==> src/rtl/usb4_ser_pkg.sv <==
// Shared definitions for the two-lane transmit serializer: symbol lengths,
// gen_speed encoding and FSM state type.
package usb4_ser_pkg;

    localparam int SYM_LEN_G2 = 66;
    localparam int SYM_LEN_G3 = 132;
    localparam int SYM_LEN_G4 = 8;

    typedef enum logic [1:0] {
        GEN4 = 2'd0,
        GEN3 = 2'd1,
        GEN2 = 2'd2
    } gen_speed_e;

    typedef enum logic {
        IDLE  = 1'b0,
        SHIFT = 1'b1
    } ser_state_e;

    // Counter reload value (N-1); reserved speed code 3 yields 0 and is never loaded.
    function automatic logic [7:0] sym_len_m1(input logic [1:0] speed);
        case (speed)
            GEN4:    return 8'(SYM_LEN_G4 - 1);
            GEN3:    return 8'(SYM_LEN_G3 - 1);
            GEN2:    return 8'(SYM_LEN_G2 - 1);
            default: return 8'd0;
        endcase
    endfunction

endpackage

==> src/rtl/lanes_serializer_lane_shifter.sv <==
// One lane's datapath: holding register, shift register and the transmit-order
// reorder applied when a symbol enters either register.
module lane_shifter
    import usb4_ser_pkg::*;
#(
    parameter int SYM_W = 132
) (
    input  logic             ser_clk,
    input  logic             rst,
    input  logic             clr,
    input  logic             cap,
    input  logic             load_in,
    input  logic             load_hold,
    input  logic             shift_en,
    input  logic [1:0]       gen_speed,
    input  logic [SYM_W-1:0] enc,
    output logic             tx_bit
);

    logic [SYM_W-1:0] ord_g3;
    logic [SYM_W-1:0] enc_ord;
    logic [SYM_W-1:0] hold_reg;
    logic [SYM_W-1:0] shift_reg;
    logic             tx_bit_reg;

    // 132-bit symbols carry their 4-bit header in the top bits but send it first.
    genvar gi;
    generate
        for (gi = 0; gi < SYM_W; gi++) begin : g_ord
            if (gi < 4) begin : g_hdr
                assign ord_g3[gi] = enc[128 + gi];
            end else if (gi < 132) begin : g_pay
                assign ord_g3[gi] = enc[gi - 4];
            end else begin : g_pad
                assign ord_g3[gi] = 1'b0;
            end
        end
    endgenerate

    // Stored symbols are kept in transmit order: bit 0 goes out first.
    always_comb begin
        enc_ord = '0;
        case (gen_speed)
            GEN4:    enc_ord = {{(SYM_W-8){1'b0}}, enc[7:0]};
            GEN3:    enc_ord = ord_g3;
            GEN2:    enc_ord = {{(SYM_W-66){1'b0}}, enc[65:0]};
            default: enc_ord = '0;
        endcase
    end

    always_ff @(posedge ser_clk or negedge rst) begin
        if (!rst) begin
            hold_reg   <= '0;
            shift_reg  <= '0;
            tx_bit_reg <= 1'b0;
        end else if (clr) begin
            hold_reg   <= '0;
            shift_reg  <= '0;
            tx_bit_reg <= 1'b0;
        end else begin
            if (cap) begin
                hold_reg <= enc_ord;
            end
            if (load_in) begin
                tx_bit_reg <= enc_ord[0];
                shift_reg  <= enc_ord >> 1;
            end else if (load_hold) begin
                tx_bit_reg <= hold_reg[0];
                shift_reg  <= hold_reg >> 1;
            end else if (shift_en) begin
                tx_bit_reg <= shift_reg[0];
                shift_reg  <= shift_reg >> 1;
            end else begin
                tx_bit_reg <= 1'b0;
            end
        end
    end

    assign tx_bit = tx_bit_reg;

endmodule

==> src/rtl/lanes_serializer.sv <==
// Two-lane symbol serializer: shared FSM, bit counter, holding-register
// bookkeeping and overflow flag; per-lane datapath lives in lane_shifter.
module lanes_serializer
    import usb4_ser_pkg::*;
#(
    parameter int SYM_W = 132,
    parameter int CNT_W = 8
) (
    input  logic             ser_clk,
    input  logic             rst,
    input  logic             enable_ser,
    input  logic [1:0]       gen_speed,
    input  logic [SYM_W-1:0] lane_0_tx_enc,
    input  logic [SYM_W-1:0] lane_1_tx_enc,
    input  logic             sym_valid,
    output logic             sym_ready,
    output logic             lane_0_tx_bit,
    output logic             lane_1_tx_bit,
    output logic             tx_active,
    output logic             sym_start,
    output logic             ovf_err
);

    ser_state_e       state_reg, state_next;
    logic [CNT_W-1:0] cnt_reg, cnt_next;
    logic [CNT_W-1:0] hold_len_reg, hold_len_next;
    logic             hold_valid_reg, hold_valid_next;
    logic             ovf_reg, ovf_next;
    logic             active_reg, active_next;
    logic             start_reg, start_next;

    logic             clr, cap, load_in, load_hold, shift_en;
    logic             accept_ok;
    logic             last_bit;
    logic [CNT_W-1:0] len_in;

    always_comb begin
        state_next      = state_reg;
        cnt_next        = cnt_reg;
        hold_len_next   = hold_len_reg;
        hold_valid_next = hold_valid_reg;
        ovf_next        = ovf_reg;
        active_next     = 1'b0;
        start_next      = 1'b0;
        clr             = 1'b0;
        cap             = 1'b0;
        load_in         = 1'b0;
        load_hold       = 1'b0;
        shift_en        = 1'b0;
        accept_ok       = sym_valid && (gen_speed != 2'd3);
        len_in          = CNT_W'(sym_len_m1(gen_speed));
        last_bit        = (cnt_reg == '0);

        if (!enable_ser) begin
            state_next      = IDLE;
            cnt_next        = '0;
            hold_len_next   = '0;
            hold_valid_next = 1'b0;
            ovf_next        = 1'b0;
            clr             = 1'b1;
        end else begin
            case (state_reg)
                IDLE: begin
                    if (accept_ok) begin
                        load_in     = 1'b1;
                        cnt_next    = len_in;
                        state_next  = SHIFT;
                        active_next = 1'b1;
                        start_next  = 1'b1;
                    end
                end
                SHIFT: begin
                    active_next = 1'b1;
                    if (!last_bit) begin
                        shift_en = 1'b1;
                        cnt_next = cnt_reg - CNT_W'(1);
                        if (accept_ok) begin
                            if (!hold_valid_reg) begin
                                cap             = 1'b1;
                                hold_valid_next = 1'b1;
                                hold_len_next   = len_in;
                            end else begin
                                ovf_next = 1'b1;
                            end
                        end
                    end else if (hold_valid_reg) begin
                        // Transfer edge: a symbol arriving now refills the holding register.
                        load_hold  = 1'b1;
                        cnt_next   = hold_len_reg;
                        start_next = 1'b1;
                        if (accept_ok) begin
                            cap           = 1'b1;
                            hold_len_next = len_in;
                        end else begin
                            hold_valid_next = 1'b0;
                        end
                    end else if (accept_ok) begin
                        // Nothing held: load straight into the shifter to avoid a gap.
                        load_in    = 1'b1;
                        cnt_next   = len_in;
                        start_next = 1'b1;
                    end else begin
                        state_next  = IDLE;
                        active_next = 1'b0;
                    end
                end
                default: state_next = IDLE;
            endcase
        end
    end

    always_ff @(posedge ser_clk or negedge rst) begin
        if (!rst) begin
            state_reg      <= IDLE;
            cnt_reg        <= '0;
            hold_len_reg   <= '0;
            hold_valid_reg <= 1'b0;
            ovf_reg        <= 1'b0;
            active_reg     <= 1'b0;
            start_reg      <= 1'b0;
        end else begin
            state_reg      <= state_next;
            cnt_reg        <= cnt_next;
            hold_len_reg   <= hold_len_next;
            hold_valid_reg <= hold_valid_next;
            ovf_reg        <= ovf_next;
            active_reg     <= active_next;
            start_reg      <= start_next;
        end
    end

    logic [SYM_W-1:0] lane_enc [2];
    logic [1:0]       lane_bit;

    assign lane_enc[0] = lane_0_tx_enc;
    assign lane_enc[1] = lane_1_tx_enc;

    genvar gi;
    generate
        for (gi = 0; gi < 2; gi++) begin : g_lane
            lane_shifter #(
                .SYM_W (SYM_W)
            ) u_lane_shifter (
                .ser_clk   (ser_clk),
                .rst       (rst),
                .clr       (clr),
                .cap       (cap),
                .load_in   (load_in),
                .load_hold (load_hold),
                .shift_en  (shift_en),
                .gen_speed (gen_speed),
                .enc       (lane_enc[gi]),
                .tx_bit    (lane_bit[gi])
            );
        end
    endgenerate

    assign lane_0_tx_bit = lane_bit[0];
    assign lane_1_tx_bit = lane_bit[1];
    assign sym_ready     = ~hold_valid_reg;
    assign tx_active     = active_reg;
    assign sym_start     = start_reg;
    assign ovf_err       = ovf_reg;

endmodule

==> config.mk <==
export PLATFORM = sky130hd
export DESIGN_NAME = lanes_serializer
export DESIGN_NICKNAME = d
export VERILOG_FILES = /design/src/rtl/usb4_ser_pkg.sv /design/src/rtl/lanes_serializer_lane_shifter.sv /design/src/rtl/lanes_serializer.sv
export SDC_FILE = /design/constraint.sdc
export NUM_CORES = 1
export LEC_CHECK = 0
export BUFFER_PORTS_ARGS = -buffer_cell sky130_fd_sc_hd__buf_2
export CAP_MARGIN = 20
export CORE_MARGIN = 5
export CORE_UTILIZATION = 43
export DETAILED_ROUTE_END_ITERATION = 10
export GPL_TIMING_DRIVEN = 0
export PLACE_DENSITY = 0.68
export SLEW_MARGIN = 20
export SYNTH_ARGS = -nofsm -noshare
export SYNTH_HDL_FRONTEND = slang
export SYNTH_SLANG_ARGS = --single-unit
export TNS_END_PERCENT = 1
==> constraint.sdc <==
create_clock -name ser_clk -period 4 [get_ports ser_clk]
set_clock_uncertainty 0.2 [all_clocks]
set_input_delay 0.6 -clock ser_clk [delete_from_list [all_inputs] [get_ports ser_clk]]
set_output_delay 0.6 -clock ser_clk [all_outputs]
set_load 0.02 [all_outputs]
Word-level counts from Yosys, hierarchy flattened

Index checks and enable logic that the tools add are counted.

Multipliers: 0
Shift operators: 0
Bitwise operators: 2
Magnitude comparators: 0
Add/sub/neg operators: 1
Reduce and logical (&&, ||, !) cells: 6
Mux-type cells: 69
Div/mod/pow operators: 0
Equality and inequality tests: 12

Operator list:

| operator            | count |
|---|---|
| $mux 132            | 12 |
| $pmux 132 s3        | 2 |
| $mux 8              | 11 |
| $mux 1              | 39 |
| $pmux 8 s3          | 1 |
| $pmux 8 s2          | 1 |
| $logic_not 8->1     | 1 |
| $ne 2x1->1 const B  | 4 |
| $reduce_and 4->1    | 2 |
| $sub 8x1->8 const B | 1 |
| $pmux 1 s2          | 3 |
| $ne 2x2->1 const B  | 2 |
| $ne 4x1->1 const B  | 1 |
| $ne 3x1->1 const B  | 1 |
| $ne 3x2->1 const B  | 1 |
| $ne 3x3->1 const B  | 1 |
| $eq 2x1->1 const B  | 1 |
| $eq 2x2->1 const B  | 1 |
| $logic_not 2->1     | 1 |
| $not 1->1           | 2 |
| $reduce_and 2->1    | 1 |
| $logic_and 1x1->1   | 1 |

Bits in read-only memories: 0
Bits in writable memories: 0
Bits in latches: 0
Input bits: 270
Memories kept: 0
Logic and storage cells: 102
Bits in registers: 550
Output and inout bits: 6

Depth between registers and ports, before layout

Gate-level depths: netlist (run 1).

Word-level depth: 9
Mapped depth: 10
Depth with buffers taken out: 6

Hierarchy

From an unflattened synthesis (run 1), not the netlist that was laid out.

Cell total of the unflattened synthesis: 3119
Area total of the unflattened synthesis: 29250.6 um^2

By module, submodules not included:

| module           | area an instance (um^2) | times used | seq. area each (um^2) | cells an instance |
|---|---|---|---|---|
| lane_shifter     | 14087.3                 | 2          | 6606.3                | 1498 |
| lanes_serializer | 1076.0                  | 1          | 425.4                 | 123 |

Worst setup path after synthesis (run 1)

Ideal clock, no wire load.

Path kind: input -> register
Start: input port gen_speed[0]
End: register g_lane[0].u_lane_shifter.hold_reg[61]
Required time: 3.668 ns
Library setup time: 0.132 ns
Cell stages on the path: 9
Arrival time: 2.255 ns
Setup slack: 1.413 ns
Buffers on the path: 5
Cells stage by stage: clkbuf_1 > a21bo_2 > clkbuf_1 > a211o_1 > nand2b_1 > clkbuf_1 > clkbuf_1 > buf_1 > o2bb2ai_1

Word-level cells in the longest chain between the ends: 8
Elaborated cells on any way between the ends: 15
Classes of those cells: eq/ne: 4; mux: 9; reduce/logical: 2

Ends and longest elaborated chain:

| what                 | RTL line                            | text |
|---|---|---|
| start, declared      | lanes_serializer.sv:12              | `input logic [1:0] gen_speed,` |
| $ne 2x2->1           | lanes_serializer.sv:50              | `accept_ok = sym_valid && (gen_speed != 2'd3);` |
| $logic_and 1x1->1    | lanes_serializer.sv:50              |  |
| $mux 1               | lanes_serializer.sv:91              | `if (accept_ok) begin` |
| $mux 1               | lanes_serializer.sv:86              | `end else if (hold_valid_reg) begin` |
| $mux 1               | lanes_serializer.sv:74              | `if (!last_bit) begin` |
| $mux 1               | lanes_serializer.sv:62              | `case (state_reg)` |
| $mux 1               | lanes_serializer.sv:54              | `if (!enable_ser) begin` |
| $ne 2x1->1 (no line) | --                                  |  |
| end signal, assigned | lanes_serializer_lane_shifter.sv:62 | `hold_reg <= enc_ord;` |
| end, declared        | lanes_serializer_lane_shifter.sv:22 | `logic [SYM_W-1:0] hold_reg;` |

Several ways; a longest one is shown, not always the timed one. The select of a mux whose other input is x is not followed.
A chain may end at the register's enable or synchronous reset.

Worst setup path after layout (run 1)

Start: register cnt_reg[0]
End: register g_lane[0].u_lane_shifter.hold_reg[94]

Word-level cells in the longest chain between the ends: 5

Ends and longest elaborated chain:

| what                   | RTL line                | text |
|---|---|---|
| start, declared        | lanes_serializer.sv:25  | `logic [CNT_W-1:0] cnt_reg, cnt_next;` |
| start signal, assigned | lanes_serializer.sv:123 | `cnt_reg <= cnt_next;` |
| $logic_not 8->1        | lanes_serializer.sv:52  | `last_bit = (cnt_reg == '0);` |
| $mux 1                 | lanes_serializer.sv:74  |  |
| $mux 1                 | lanes_serializer.sv:62  |  |
| $mux 1                 | lanes_serializer.sv:54  |  |
| $ne 2x1->1 (no line)   | --                      |  |

Every way passes these cells.

==> results of run 1 <==
area by class of cell:
type	count	area, um^2
fillers	5837	32500
flip-flops and latches	545	13600
multi-input cells	1678	13300
clock buffers	92	1830
repair buffers	294	1690
plain buffers	311	1390
well taps	864	1080
clock inverters	11	86.3
diodes	15	37.5
inverters	8	30.0
cells in the final DEF, fill, tap and decap left out, types with 2 or more instances in the layout:
master and count:
nor2b_1 19, dlygate4sd3_1 14, a32o_1 2, buf_16 6
dfrtp_1 545, nand2b_1 3, o31ai_1 2, nor2_1 9
clkbuf_8 23, a211oi_1 130, nor4_1 2, a211o_1 2
inv_1 6, o21a_1 3, a22oi_1 235, a31oi_1 2
buf_4 7, a2111oi_0 2, clkbuf_1 239, diode_2 15
buf_1 12, a22o_1 284, o2bb2ai_1 122, clkinv_2 8
clkbuf_16 59, nor3_1 6, a21oi_1 163, mux2i_1 259
nand4_1 2, o21ai_0 12, a221oi_1 13, nand2_1 129
a21o_1 3, buf_2 317, o211a_1 119, and3_1 3
buf_6 19, o32ai_1 131, inv_2 2
per-stage QoR:
| step | power [mW] | hold WS [ns] | util [%] | cells | setup TNS, ns |
|---|---|---|---|---|---|
| floorplan | 7.62 | 0.104 | - | 2543 | 0 |
| global placement | 8.49 | 0.269 | 47.0 | 3681 | -4972.78 |
| detailed placement | 8.60 | 0.272 | 47.2 | 3687 | -47.68 |
| CTS | 14.1 | 0.000322 | 50.4 | 3804 | 0 |
| global route | 14.6 | 0.0132 | 50.4 | 3814 | 0 |
| finish | 14.1 | 0.0249 | 50.4 | 3818 | 0 |
cell families (layout without fill, tap and decap cells):
group                    Yosys count  in the layout
AO/OA/AOI/OAI                   1234           1234
flip-flops                       545            545
buffers and inverters            320            716
multiplexers                     260            260
AND/OR/NAND/NOR                  183            183
adder cells (fa/ha/maj)            1              1
other                              0             15
repair_timing:
action / CTS / global route
endpoints found under the hold margin: 64 / 0
hold buffers: 14 / 0
setup endpoints to repair: 19 / 64
resized for setup: 1 / 0
power breakdown:
part,switching (mW),internal (mW)
Combinational,1.61,0.934
Clock,2.33,3.17
Sequential,0.210,5.82
Total,4.15,9.93
critical path, cell delays in order, from the launching register on:
cell and delay [ns]:
dfrtp_1 0.38, inv_1 0.07, ha_1 0.24, or3b_1 0.19
clkbuf_1 0.36, o21ai_1 0.22, a21oi_2 0.62, clkbuf_1 0.79
buf_2 0.41, a22o_1 0.20
layer usage:
layer  GRT usage, %  vias up  routed length (um)
met1           35.1    13000               40600
met4           11.7       10                4400
li1               -    10900                   -
met5              0        -                  71
met3           4.74      238                6740
met2           40.9     1183               45200
cell usage after synthesis (2+ instances only):
cell type / number
dfrtp_1: 545
a22o_1: 284
mux2i_1: 259
a22oi_1: 235
clkbuf_1: 230
a21oi_1: 164
o32ai_1: 131
a211oi_1: 130
nand2_1: 129
o2bb2ai_1: 122
o211a_1: 119
buf_2: 44
buf_6: 19
nor2b_1: 19
a221oi_1: 13
buf_1: 12
o21ai_0: 12
nor2_1: 9
buf_4: 7
inv_1: 6
nor3_1: 6
a21o_1: 3
and3_1: 3
nand2b_1: 3
o21a_1: 3
a2111oi_0: 2
a211o_1: 2
a31oi_1: 2
a32o_1: 2
inv_2: 2
nand4_1: 2
nor4_1: 2
o31ai_1: 2
how the worst max path moves through the flow:
stage / from / cells after the start / end / slack, ns
2_1_floorplan: gen_speed[0] / 9 / g_lane[0].u_lane_shifter.hold_reg[61] / 1.41
3_3_place_gp: rst / 1 / g_lane[0].u_lane_shifter.hold_reg[90] / -9.10
3_5_place_dp: gen_speed[0] / 8 / hold_len_reg[6] / -0.36
4_1_cts: cnt_reg[4] / 8 / g_lane[1].u_lane_shifter.shift_reg[126] / 0.11
5_1_grt: cnt_reg[0] / 9 / hold_len_reg[6] / 0.09
6_report: cnt_reg[0] / 9 / g_lane[0].u_lane_shifter.hold_reg[94] / 0.23
==> impl_metrics.py, run 1 <==
metrics = {
    "placement": {
        "port_buffers": 274,
        "dp_hpwl_um": 66400,
        "gp_congestion": 0.885,
        "preCtsSetupSlack_ns": -0.360,
        "placed_area_um2": 30900,
    },
    "power_and_ir_drop": {
        "ir_drop_v": 0.000310,
        "powerDensity_nw_per_um2": 426,
        "p_leak_nw": 13.5,
    },
    "synthesis": {
        "synth_cell_type_count": 53,
        "syn_inst": 2543,
        "synth.avg_cell_area_um2": 11.1,
        "syn_nets": 2814,
        "synth_area_leaders": "dfrtp_1 (48%), mux2i_1 (9.2%), a22o_1 (8.8%)",
        "synth_top_area_share_pct": 48.2,
        "yosysSeqAreaShare_pct": 48.2,
        "yosysWarnings": 0,
        "yosysTopAreaCell": "dfrtp_1",
        "synth-edff-count": 0,
        "yosys.area_share.simple_pct": 2.88,
        "synth_xor_area_share_pct": 0,
        "ys_seq_elements": 545,
        "synth_compound_area_share_pct": 34.7,
        "muxShareOfSynthArea_pct": 9.20,
        "synthFlopType": "dfrtp_1",
        "synth_top_family_by_area": "compound AO/OA/AOI/OAI gates",
        "syn_area_um2": 28300,
        "ys_async_sr_fraction_pct": 100,
        "synth_adder_area_share_pct": 0.0442,
    },
    "floorplan": {
        "io_pins": 276,
        "dieArea_um2": 71100,
        "design.core.area_um2": 65500,
        "die_h_um": 267,
        "rows": 94,
        "initial_core_util_pct": 43.2,
        "die_w_um": 267,
    },
    "clock_network": {
        "numCtsBuffers": 59,
        "h-tree-depth": 2,
        "numClockSinks": 545,
        "cts_tree": "done",
        "clk_pin_slew_ns": 0.06,
        "clkLatencyLatePin_ns": 0.63,
        "cts_buffer_depth": 3,
        "cts_setup_buffers": 0,
        "clockRootBuffer": "clkbuf_16",
    },
    "cells_and_area": {
        "drive_gt1_share_pct": 15.4,
        "area_delta_synth_final_pct": 16.7,
        "largest_register_ffs": 264,
        "fin_nets": 3168,
        "design_area_um2": 33000,
    },
    "drt": {
        "viasPerCell": 6.63,
        "drc_errors": 0,
        "drtPass1Iterations": 5,
        "wl_per_cell_um": 25.4,
        "initialDrtViolationCount": 2696,
        "vias": 25300,
        "ant_nets": 0,
        "totalWireLength_um": 96900,
    },
    "critical_path": {
        "r2r_start": "cnt_reg[0]",
        "path_max_fanout": 10,
        "startpoint_type": "flip-flop",
        "critPathKind": "flip-flop to flip-flop",
        "crit_required_ns": 4.34,
        "end_kind": "flip-flop",
        "arrival_ns": 4.11,
        "regToRegEndpoint": "g_lane[0].u_lane_shifter.hold_reg[94]",
        "ff2ff_setup_slack_ns": 0.23,
        "r2r_cells": 9,
    },
    "timing": {
        "setup_viol": 0,
        "relSlewSlack_pct": 31.0,
        "slew_violations": 0,
        "max_clock_freq_mhz": 265,
        "rsz0062_at_grt": "false",
        "period_minus_slack_ns": 3.77,
        "setup_ws_ns": 0.232,
        "hold_viol": 0,
        "worst_pin_slew_ns": 1.03,
        "period_share_pct": 94.2,
    },
    "grt": {
        "grt_use_total_pct": 25.9,
        "grt_pass1_vias": 25800,
        "grt_max_degree": 93,
        "antenna_found_initial": 24,
        "grt_pass1_wl_um": 149000,
        "grt-ovfl-total": 0,
    },
    "min_path": {
        "min_to": "g_lane[1].u_lane_shifter.hold_reg[108]",
        "holdPathStages": 2,
        "hp-class": "input port to flip-flop",
        "min-delay-start": "lane_1_tx_enc[104]",
    },
    "flow_run": {
        "maxCapViolCount": 0,
    },
    "run_status": {
        "outcome": "completed",
    },
}
No activity file was read; power rests on OpenSTA's default activity.
==> run 2: changes to the inputs <==
Settings changed: CAP_MARGIN 20 to 10, SYNTH_HIERARCHICAL set to 1.
==> run 2 against run 1 <==
- core utilization rose by 0.41 points
- sequential cell count unchanged
- synthesized area grew 3.3%
- critical endpoint is now g_lane[0].u_lane_shifter/shift_reg[45]
- synthesized cell count increased by 23%
- via count up 12%
- die area increased by 3.2%
- largest power group unchanged
- non-clock buffer count increased by 76
- first-iteration DRC count rose by 26%
==> impl_metrics.py, run 2 <==
metrics = {
    "run_status": {
        "outcome": "completed",
    },
    "timing": {
        "worst_pin_slew_ns": 1.03,
        "max_clock_freq_mhz": 256,
        "relSlewSlack_pct": 31.2,
        "period_share_pct": 97.7,
        "hold_viol": 0,
        "setup_ws_ns": 0.0929,
        "slew_violations": 0,
        "period_minus_slack_ns": 3.91,
        "setup_viol": 0,
        "rsz0062_at_grt": "true",
    },
    "critical_path": {
        "crit_path_max_incr_delay_ns": 0.47,
        "r2r_cells": 12,
        "r2r_start": "cnt_reg[0]",
        "end_kind": "flip-flop",
        "cpLargestDelayFamily": "buffers and inverters",
        "critPathKind": "flip-flop to flip-flop",
        "path_buf_inv": 5,
        "startpoint_type": "flip-flop",
        "path_common_cell": "buf_2",
        "regToRegEndpoint": "g_lane[0].u_lane_shifter/shift_reg[45]",
        "crit_required_ns": 4.30,
        "arrival_ns": 4.21,
        "ff2ff_setup_slack_ns": 0.09,
        "crit_slowest_cell": "clkbuf_1",
        "crit_chain": "inv_1 -> ha_1 -> or4b_1 -> buf_2 -> o21ai_4 -> nand2_1 -> nor2_1 -> buf_2 -> buf_2 -> clkbuf_1 -> a221oi_1 -> o31ai_1",
        "path_max_fanout": 10,
    },
    "synthesis": {
        "ys_seq_elements": 545,
        "yosysMostFrequentCell": "dfrtp_1",
        "synth_top_area_share_pct": 46.6,
        "synth_area_leaders": "dfrtp_1 (47%), a221oi_1 (10%), o31ai_1 (5.7%)",
        "syn_nets": 3391,
        "synthFlopType": "dfrtp_1",
        "yosysWarnings": 6,
        "synth.avg_cell_area_um2": 9.38,
        "yosysSeqAreaShare_pct": 46.6,
        "synth_commonest_cells": "dfrtp_1 (545), a221oi_1 (341), nand2_1 (276), nor2b_1 (261), a21oi_1 (251)",
        "yosysTopAreaCell": "dfrtp_1",
        "ys_async_sr_fraction_pct": 100,
        "syn_inst": 3119,
        "synth_cell_type_count": 51,
        "synth-edff-count": 0,
        "syn_area_um2": 29300,
    },
    "cells_and_area": {
        "layout_commonest_cell": "dfrtp_1",
        "fin_nets": 3766,
        "layout_common_cells": "dfrtp_1 (545), buf_2 (435), a221oi_1 (341)",
        "fin_util_pct": 50.8,
        "drive_gt1_share_pct": 16.1,
        "largest_register_ffs": 264,
        "instances_no_fill": 4437,
        "area_delta_synth_final_pct": 16.9,
    },
    "grt": {
        "grt-ovfl-total": 0,
        "grt_pass1_wl_um": 162000,
        "grt_pass1_vias": 27700,
        "antenna_found_initial": 27,
        "grt_max_degree": 96,
        "grt_use_total_pct": 27.0,
    },
    "floorplan": {
        "io_pins": 276,
        "design.core.area_um2": 67300,
        "die_w_um": 271,
        "die_h_um": 271,
        "initial_core_util_pct": 43.5,
        "dieArea_um2": 73300,
        "rows": 95,
    },
    "min_path": {
        "hp-class": "input port to flip-flop",
        "holdPathStages": 3,
        "min-delay-start": "lane_0_tx_enc[96]",
        "min_to": "g_lane[0].u_lane_shifter/hold_reg[100]",
    },
    "clock_network": {
        "cts_tree": "done",
        "h-tree-depth": 2,
        "numClockSinks": 545,
        "cts_setup_buffers": 0,
        "clk_pin_slew_ns": 0.06,
        "clockRootBuffer": "clkbuf_16",
        "cts_buffer_depth": 3,
        "numCtsBuffers": 61,
        "clkLatencyLatePin_ns": 0.64,
    },
    "placement": {
        "port_buffers": 274,
        "gp_congestion": 0.899,
        "preCtsSetupSlack_ns": -0.244,
        "dp_hpwl_um": 71700,
        "dp_cells": 4276,
    },
    "drt": {
        "ant_nets": 0,
        "viasPerCell": 6.39,
        "totalWireLength_um": 104000,
        "initialDrtViolationCount": 3385,
        "drc_errors": 0,
        "drtPass1Iterations": 6,
        "wl_per_cell_um": 23.5,
        "vias": 28300,
    },
    "power_and_ir_drop": {
        "ir_drop_v": 0.000353,
        "p_leak_nw": 14.3,
        "powerDensity_nw_per_um2": 406,
    },
    "flow_run": {
        "maxCapViolCount": 0,
    },
}
-- run 2: area by class of cell --
class / count / area [um^2]
antenna: 24 / 60.1
buffer: 369 / 1630
clock buffer: 99 / 1840
clock inverter: 10 / 65.1
fill: 6291 / 33100
inverter: 9 / 33.8
multi-input combinational: 2196 / 14000
sequential: 545 / 13600
tap: 873 / 1090
timing repair buffer: 312 / 1850
-- run 2: where the power goes --
part	leakage [nW]	total, mW	internal, mW	switching (mW)
sequential	7.48	6.04	5.84	0.194
combinational	5.93	2.38	0.805	1.58
clock	0.940	5.46	3.11	2.35
total	14.3	13.9	9.76	4.12
-- run 2: how the worst max path moves through the flow --
stage / from / endpoint / slack, ns / depth (start not counted)
2_1_floorplan: cnt_reg[0] / g_lane[0].u_lane_shifter/hold_reg[11] / 0.72 / 9
3_3_place_gp: rst / g_lane[1].u_lane_shifter/shift_reg[87] / -9.95 / 1
3_5_place_dp: cnt_reg[0] / g_lane[0].u_lane_shifter/hold_reg[38] / -0.24 / 11
4_1_cts: cnt_reg[0] / g_lane[0].u_lane_shifter/hold_reg[32] / 0.02 / 11
5_1_grt: cnt_reg[0] / g_lane[1].u_lane_shifter/shift_reg[76] / -0.07 / 12
6_report: cnt_reg[0] / g_lane[0].u_lane_shifter/shift_reg[45] / 0.09 / 12
-- run 2: worst min-delay path, cell delays in order --
cell	delay, ns
buf_2	0.11
nand3_1	0.06
a21oi_1	0.05
-- run 2: layer usage --
layer	track usage (%)	wire length, um
met4	11.0	4140
met3	5.57	8580
met5	0	49
met1	38.2	44700
met2	40.5	47000
-- run 2: cells by family after synthesis --
| kind of cell | after synthesis | share of synthesized area [%] |
|---|---|---|
| adders and majority gates | 2 | 0.0855 |
| and+or+nand+nor | 963 | 17.1 |
| AOI/OAI and AO/OA | 1213 | 30.0 |
| DFF | 545 | 46.6 |
| buffers and inverters | 378 | 5.61 |
| muxes | 18 | 0.616 |
-- run 2: stage by stage --
| step | setup TNS, ns | total power, mW | area [um^2] | hold slack (ns) |
|---|---|---|---|---|
| 2_1_floorplan | 0 | 7.46 | 29300 | 0.104 |
| 3_3_place_gp | -6138.59 | 8.38 | 31700 | 0.251 |
| 3_5_place_dp | -14.70 | 8.41 | 31900 | 0.258 |
| 4_1_cts | 0 | 13.9 | 34100 | 0.000821 |
| 5_1_grt | -0.491 | 14.4 | 34200 | 0.0187 |
| 6_report | 0 | 13.9 | 34200 | 0.0274 |
-- run 2: what timing repair did --
action,CTS,global route
hold buffers,28,0
resized for setup,3,30
endpoints found under the hold margin,110,0
pin swaps,0,0
endpoints found under the setup margin,134,166
